<file path="src/rtl/mod12_seq_monitor_if.sv">
// Bus between the upstream mod-12 counter and the mod12_seq_monitor.
// master: drives the counter sample and load strobe and observes the results.
// slave:  the monitor itself, which samples the inputs and drives the registered outputs.
interface mod12_seq_monitor_if #(
    parameter int unsigned CNT_W = 8
);
    logic [3:0]       q_in;
    logic             load_in;
    logic             wrap_pulse;
    logic [CNT_W-1:0] wrap_cnt;
    logic             jump_err;
    logic             range_err;
    logic [1:0]       state;

    modport master (
        output q_in,
        output load_in,
        input  wrap_pulse,
        input  wrap_cnt,
        input  jump_err,
        input  range_err,
        input  state
    );

    modport slave (
        input  q_in,
        input  load_in,
        output wrap_pulse,
        output wrap_cnt,
        output jump_err,
        output range_err,
        output state
    );
endinterface

</file>
<file path="src/rtl/mod12_seq_monitor.sv">
// Watches the output of a mod-12 up counter and checks that it steps 0..11 in order.
// Counts legal 11->0 wraps (saturating), flags out-of-range samples and, optionally,
// non-sequential steps that were not announced by a load strobe.
// Optional feature: define MOD12_SEQ_MONITOR_JUMP_DET_EN to build in jump detection;
// without it jump_err is tied low and a bad step just re-baselines the tracker.
// All outputs come straight from registers, one cycle after the sample that caused them.
module mod12_seq_monitor #(
    parameter int unsigned CNT_W = 8
) (
    input logic               clk,
    input logic               rst,
    mod12_seq_monitor_if.slave mon
);

    typedef enum logic [1:0] {
        StSync  = 2'b00,
        StTrack = 2'b01,
        StFault = 2'b10
    } state_e;

    state_e           state_q, state_d;
    logic [3:0]       prev_q, prev_d;
    // load strobe seen on the previous edge: the counter shows the loaded value one edge later
    logic             load_q;
    logic             wrap_pulse_q, wrap_pulse_d;
    logic [CNT_W-1:0] wrap_cnt_q, wrap_cnt_d;
    logic             range_err_q, range_err_d;
`ifdef MOD12_SEQ_MONITOR_JUMP_DET_EN
    logic             jump_err_q, jump_err_d;
`endif

    logic [3:0] expected;
    logic       in_range;
    logic       cnt_sat;

    assign expected = (prev_q == 4'd11) ? 4'd0 : prev_q + 4'd1;
    assign in_range = (mon.q_in <= 4'd11);
    assign cnt_sat  = &wrap_cnt_q;

    // Next-state and next-output decode; everything defaults to hold, wrap_pulse to 0.
    always_comb begin
        state_d      = state_q;
        prev_d       = prev_q;
        wrap_pulse_d = 1'b0;
        wrap_cnt_d   = wrap_cnt_q;
        range_err_d  = range_err_q;
`ifdef MOD12_SEQ_MONITOR_JUMP_DET_EN
        jump_err_d   = jump_err_q;
`endif
        case (state_q)
            StSync: begin
                // First sample establishes the baseline, even if it is out of range.
                prev_d = mon.q_in;
                if (in_range) begin
                    state_d = StTrack;
                end else begin
                    state_d     = StFault;
                    range_err_d = 1'b1;
                end
            end
            StTrack: begin
                if (!in_range) begin
                    // Range check wins over any sequence check on the same sample.
                    state_d     = StFault;
                    range_err_d = 1'b1;
                end else if (load_q) begin
                    prev_d = mon.q_in;
                end else if (mon.q_in == expected) begin
                    prev_d = mon.q_in;
                    if (prev_q == 4'd11) begin
                        wrap_pulse_d = 1'b1;
                        if (!cnt_sat) begin
                            wrap_cnt_d = wrap_cnt_q + 1'b1;
                        end
                    end
                end else begin
                    prev_d = mon.q_in;
`ifdef MOD12_SEQ_MONITOR_JUMP_DET_EN
                    jump_err_d = 1'b1;
`endif
                end
            end
            StFault: begin
                // Everything frozen until the upstream counter is reloaded.
                if (mon.load_in) begin
                    state_d = StSync;
                end
            end
            default: begin
                state_d = StSync;
            end
        endcase
    end

    // State and output registers with synchronous reset.
    always_ff @(posedge clk) begin
        if (rst) begin
            state_q      <= StSync;
            prev_q       <= 4'd0;
            load_q       <= 1'b0;
            wrap_pulse_q <= 1'b0;
            wrap_cnt_q   <= '0;
            range_err_q  <= 1'b0;
        end else begin
            state_q      <= state_d;
            prev_q       <= prev_d;
            load_q       <= mon.load_in;
            wrap_pulse_q <= wrap_pulse_d;
            wrap_cnt_q   <= wrap_cnt_d;
            range_err_q  <= range_err_d;
        end
    end

`ifdef MOD12_SEQ_MONITOR_JUMP_DET_EN
    // Sticky jump flag, cleared only by reset.
    always_ff @(posedge clk) begin
        if (rst) begin
            jump_err_q <= 1'b0;
        end else begin
            jump_err_q <= jump_err_d;
        end
    end

    assign mon.jump_err = jump_err_q;
`else
    assign mon.jump_err = 1'b0;
`endif

    assign mon.state      = state_q;
    assign mon.wrap_pulse = wrap_pulse_q;
    assign mon.wrap_cnt   = wrap_cnt_q;
    assign mon.range_err  = range_err_q;

endmodule

</file>
<file path="src/flat_wrapper.sv">
// flat-port wrapper written by rule: the top's interface ports become plain ports
module mod12_seq_monitor_flat 
#(
    parameter int unsigned CNT_W = 8
)
  (clk, rst, mon_q_in, mon_load_in, mon_wrap_pulse, mon_wrap_cnt, mon_jump_err, mon_range_err, mon_state);
  mod12_seq_monitor_if #(.CNT_W(CNT_W)) mon_i ();
  input logic clk;
  input logic rst;
  input wire logic [$bits(mon_i.q_in)-1:0] mon_q_in;
  input wire logic [$bits(mon_i.load_in)-1:0] mon_load_in;
  output wire logic [$bits(mon_i.wrap_pulse)-1:0] mon_wrap_pulse;
  output wire logic [$bits(mon_i.wrap_cnt)-1:0] mon_wrap_cnt;
  output wire logic [$bits(mon_i.jump_err)-1:0] mon_jump_err;
  output wire logic [$bits(mon_i.range_err)-1:0] mon_range_err;
  output wire logic [$bits(mon_i.state)-1:0] mon_state;
  assign mon_i.q_in = mon_q_in;
  assign mon_i.load_in = mon_load_in;
  assign mon_wrap_pulse = mon_i.wrap_pulse;
  assign mon_wrap_cnt = mon_i.wrap_cnt;
  assign mon_jump_err = mon_i.jump_err;
  assign mon_range_err = mon_i.range_err;
  assign mon_state = mon_i.state;
  mod12_seq_monitor #(.CNT_W(CNT_W)) u_core (.clk(clk), .rst(rst), .mon(mon_i));
endmodule
</file>
<file path="config.mk">
export PLATFORM = sky130hd
export DESIGN_NAME = mod12_seq_monitor_flat
export DESIGN_NICKNAME = d
export VERILOG_FILES = /design/src/rtl/mod12_seq_monitor_if.sv /design/src/rtl/mod12_seq_monitor.sv /design/src/flat_wrapper.sv
export SDC_FILE = /design/constraint.sdc
export NUM_CORES = 1
export LEC_CHECK = 0
export ABC_AREA = 1
export CAP_MARGIN = 5
export CORE_AREA = 3 3 52 54
export DETAILED_ROUTE_END_ITERATION = 8
export DIE_AREA = 0 0 55 57
export PLACE_DENSITY = 0.77
export SETUP_SLACK_MARGIN = 0.4
export SLEW_MARGIN = 20
export SYNTH_ARGS = -nofsm -noshare
export SYNTH_HDL_FRONTEND = slang
export SYNTH_SLANG_ARGS = --single-unit
</file>
<file path="constraint.sdc">
create_clock -name clk -period 2.1 [get_ports clk]
set_input_delay 0.42 -clock clk [delete_from_list [all_inputs] [get_ports clk]]
set_output_delay 0.42 -clock clk [all_outputs]
set_load 0.02 [all_outputs]
</file>
==> metrics.txt <==
most frequent CP cell nand2_1; First DRT Iteration DRCs 25; Syn Inst Count 157; core footprint 2250 µm²; Layout Area Growth over Synthesis 30.9%; Post-Synth Adder-Cell Area 2.44%; Final Core Density approximately three fifths; CP startpoint kind input pin; Placed Cells 204; number of max-cap violations 0; Post-DRT Antenna Nets 0; Crit path max-delay family simple AND/OR/NAND/NOR gates; CTS Sinks 17; status finished, final reports clean; detailed placement HPWL 1.79 mm; Mean Syn Cell Area 6.52 µm²; cell chain of the critical path clkdlybuf4s50_1 > inv_1 > nand2_1 > nand2_1 > nor2_2 > nand2_1 > nor2_1 > nand2_1 > nor2_4 > nand4_1 > nand2_1 > nor2_1; Vias/cell 5.08; Ys Warns 0; Detailed Route WL around 2.4 mm; mux share of post-synthesis cell area 0%; CTS max path bufs 2; crit path max fanout 6; max incr delay on CP 0.49 ns; syn nets 166; Final Critical Period 1.67 ns; reg-to-reg setup timing slack 0.43 ns; cts bufs inserted 3; GRT overflow 0; pwr/cell area 488 nW/µm²; CTS root buf clkbuf_4; Post-Layout Cell Count 212; Hold WC Path Type register to register; IO buf count 18; # nets final roughly 190; GRT Util Overall 17.2%; crit path capture type register; DRC Markers 0; f_max 598 MHz; routability cong. 0.896; initial core utilization between 40% and 50%; CP arrival between 1.5 and 2 ns; Vias between 1000 and 1500; total iterations of the first detailed-routing run 5; area of the mapped netlist 1020 µm²; largest net degree at the start of global routing 13; first-pass GRT wire length 4.01 mm; Worst-Skew Late Latency 0.30 ns; Final setup viols 0; Crit path buffers/inverters 2; Die Ht roughly 57 µm; unrepaired setup endpoints after global routing yes; Ports 20; Final period util 79.6%; Slew Limit Fails 0; clk slew on worst S/H paths roughly 0.10 ns; Post-Synth Simple-Gate Area a little over two fifths; share of cells above drive strength 1 15.8%; critical path class input pin to register; Clock Skews 0.0129 ns; CTS tree built; antenna cell count 0; CP max stage cell clkdlybuf4s50_1; sequential area share after synthesis 33.3%; post-synthesis xor/xnor area fraction 1.71%; P_leak ~0.66 nW; largest family of logic cells by synthesized area simple AND/OR/NAND/NOR gates; total negative slack 0 ns; site row count 17; Hold Vio Cnt, Final 0; post-synth top area cell dfxtp_1; WL/cell 11.4 µm; worst path required time approximately 2.3 ns; area share of the largest cell type after synthesis 33.3%; vias in the first global route about 940; Die Area between 3000 and 4000 µm²; maximum VDD drop 0.000403 V; Distinct cells, synth 24; Synth area leaders dfxtp_1 (33%), nand2_1 (13%), inv_1 (11%); die width 55 µm; H-Tree Depth 1; Synth Area in Compound Gates 6.48%; Post-CTS Hold Buffers 0; antenna violations before repair 0; register bit total from synthesis 17
worst register-to-register path, stage by stage (launching register included):
cell and delay [ns]:
dfxtp_2 0.36, ha_4 0.27, inv_2 0.03, nand2_1 0.05
nand2_1 0.06, nor2_2 0.14, nand2_1 0.06, nor2_1 0.10
nand2_1 0.09, nor2_4 0.19, nand4_1 0.11, nand2_1 0.08
nor2_1 0.03
cell usage after synthesis (all sizes together):
cell and n:
xnor2 1, dfxtp 17, nor4 1, xor2 1, a31oi 1, nand3 9, nand4 16, nor3 2
a21oi 7, o21ai 5, ha 2, nand2 38, inv 31, buf 3, conb 1, nor2 22
final timing paths:
path                    start                     end  cells past startpoint
min             u_core.load_q   u_core.mon.wrap_pulse                      1
min reg2reg     u_core.load_q   u_core.mon.wrap_pulse                      1
max reg2reg  u_core.prev_q[0]  u_core.mon.wrap_cnt[3]                     12
max               mon_q_in[1]  u_core.mon.wrap_cnt[3]                     12
through the flow:
stage | setup WS [ns] | area [µm²] | power, W | hold slack [ns]
after CTS | 0.407 | 1270 | 0.000649 | 0.434
after detailed placement | 0.0411 | 1240 | 0.000470 | 0.418
after global routing | 0.315 | 1340 | 0.000690 | 0.469
after global placement | 0.0452 | 1240 | 0.000465 | 0.414
final | 0.428 | 1340 | 0.000655 | 0.438
after floorplan | 0.536 | 1020 | 0.000429 | 0.396
what timing repair did:
action / CTS / global route
endpoints found under the setup margin: 11 / 11
pin swaps: 1 / 14
resized for setup: 9 / 14
buffers inserted: 1 / 3
logic make-up after synthesis:
| logic type | count (synthesis) |
|---|---|
| AO/OA/AOI/OAI | 13 |
| XOR/XNOR | 2 |
| adder cells (fa/ha/maj) | 2 |
| buffers and inverters | 34 |
| flip-flops | 17 |
| other | 1 |
| AND/OR/NAND/NOR | 88 |
power breakdown:
part           internal [W]  total, W  switching [W]
combinational     0.0000528  0.000131      0.0000777
clock             0.0000741  0.000179       0.000105
sequential         0.000334  0.000345      0.0000113
final cells by class:
cell class              count  area (µm²)
well taps                  28        35.0
multi-input cells         106         581
inverters                  31         116
fillers                   220         915
flip-flops and latches     17         345
clock buffers               4        26.3
repair buffers             26         236
placed cells by master (no fill, tap or decap):
cell type,n
inv_1,29
dlymetal6s2s_1,3
nor4_2,1
nor3_2,1
clkbuf_1,1
a21oi_1,7
xnor2_1,1
nand2_2,3
buf_4,8
nor2_2,2
dlygate4sd2_1,9
conb_1,1
nand2_1,35
a31oi_1,1
o21ai_0,5
inv_2,2
ha_1,1
clkbuf_4,3
nand3_2,3
dfxtp_1,15
dfxtp_4,1
nand3_1,6
nand4_1,15
ha_4,1
nor2_4,2
nand4_4,1
nor3_1,1
dfxtp_2,1
clkdlybuf4s50_1,6
nor2_1,18
xor2_1,1
metal layers:
metal,up-vias,share of wire (%),global-route usage [%]
met4,0,3.8,11.5
met1,472,44,22.7
li1,554,-,-
met5,-,0,0
met3,13,3.9,2.35
met2,37,48,25.3
flip-flops by register name, indices dropped and copies added (netlist names):
register / flops
u_core.load_q: 1
u_core.mon.range_err: 1
u_core.mon.state: 2
u_core.mon.wrap_cnt: 8
u_core.mon.wrap_pulse: 1
u_core.prev_q: 4
Power figures use the tool's default switching activity.
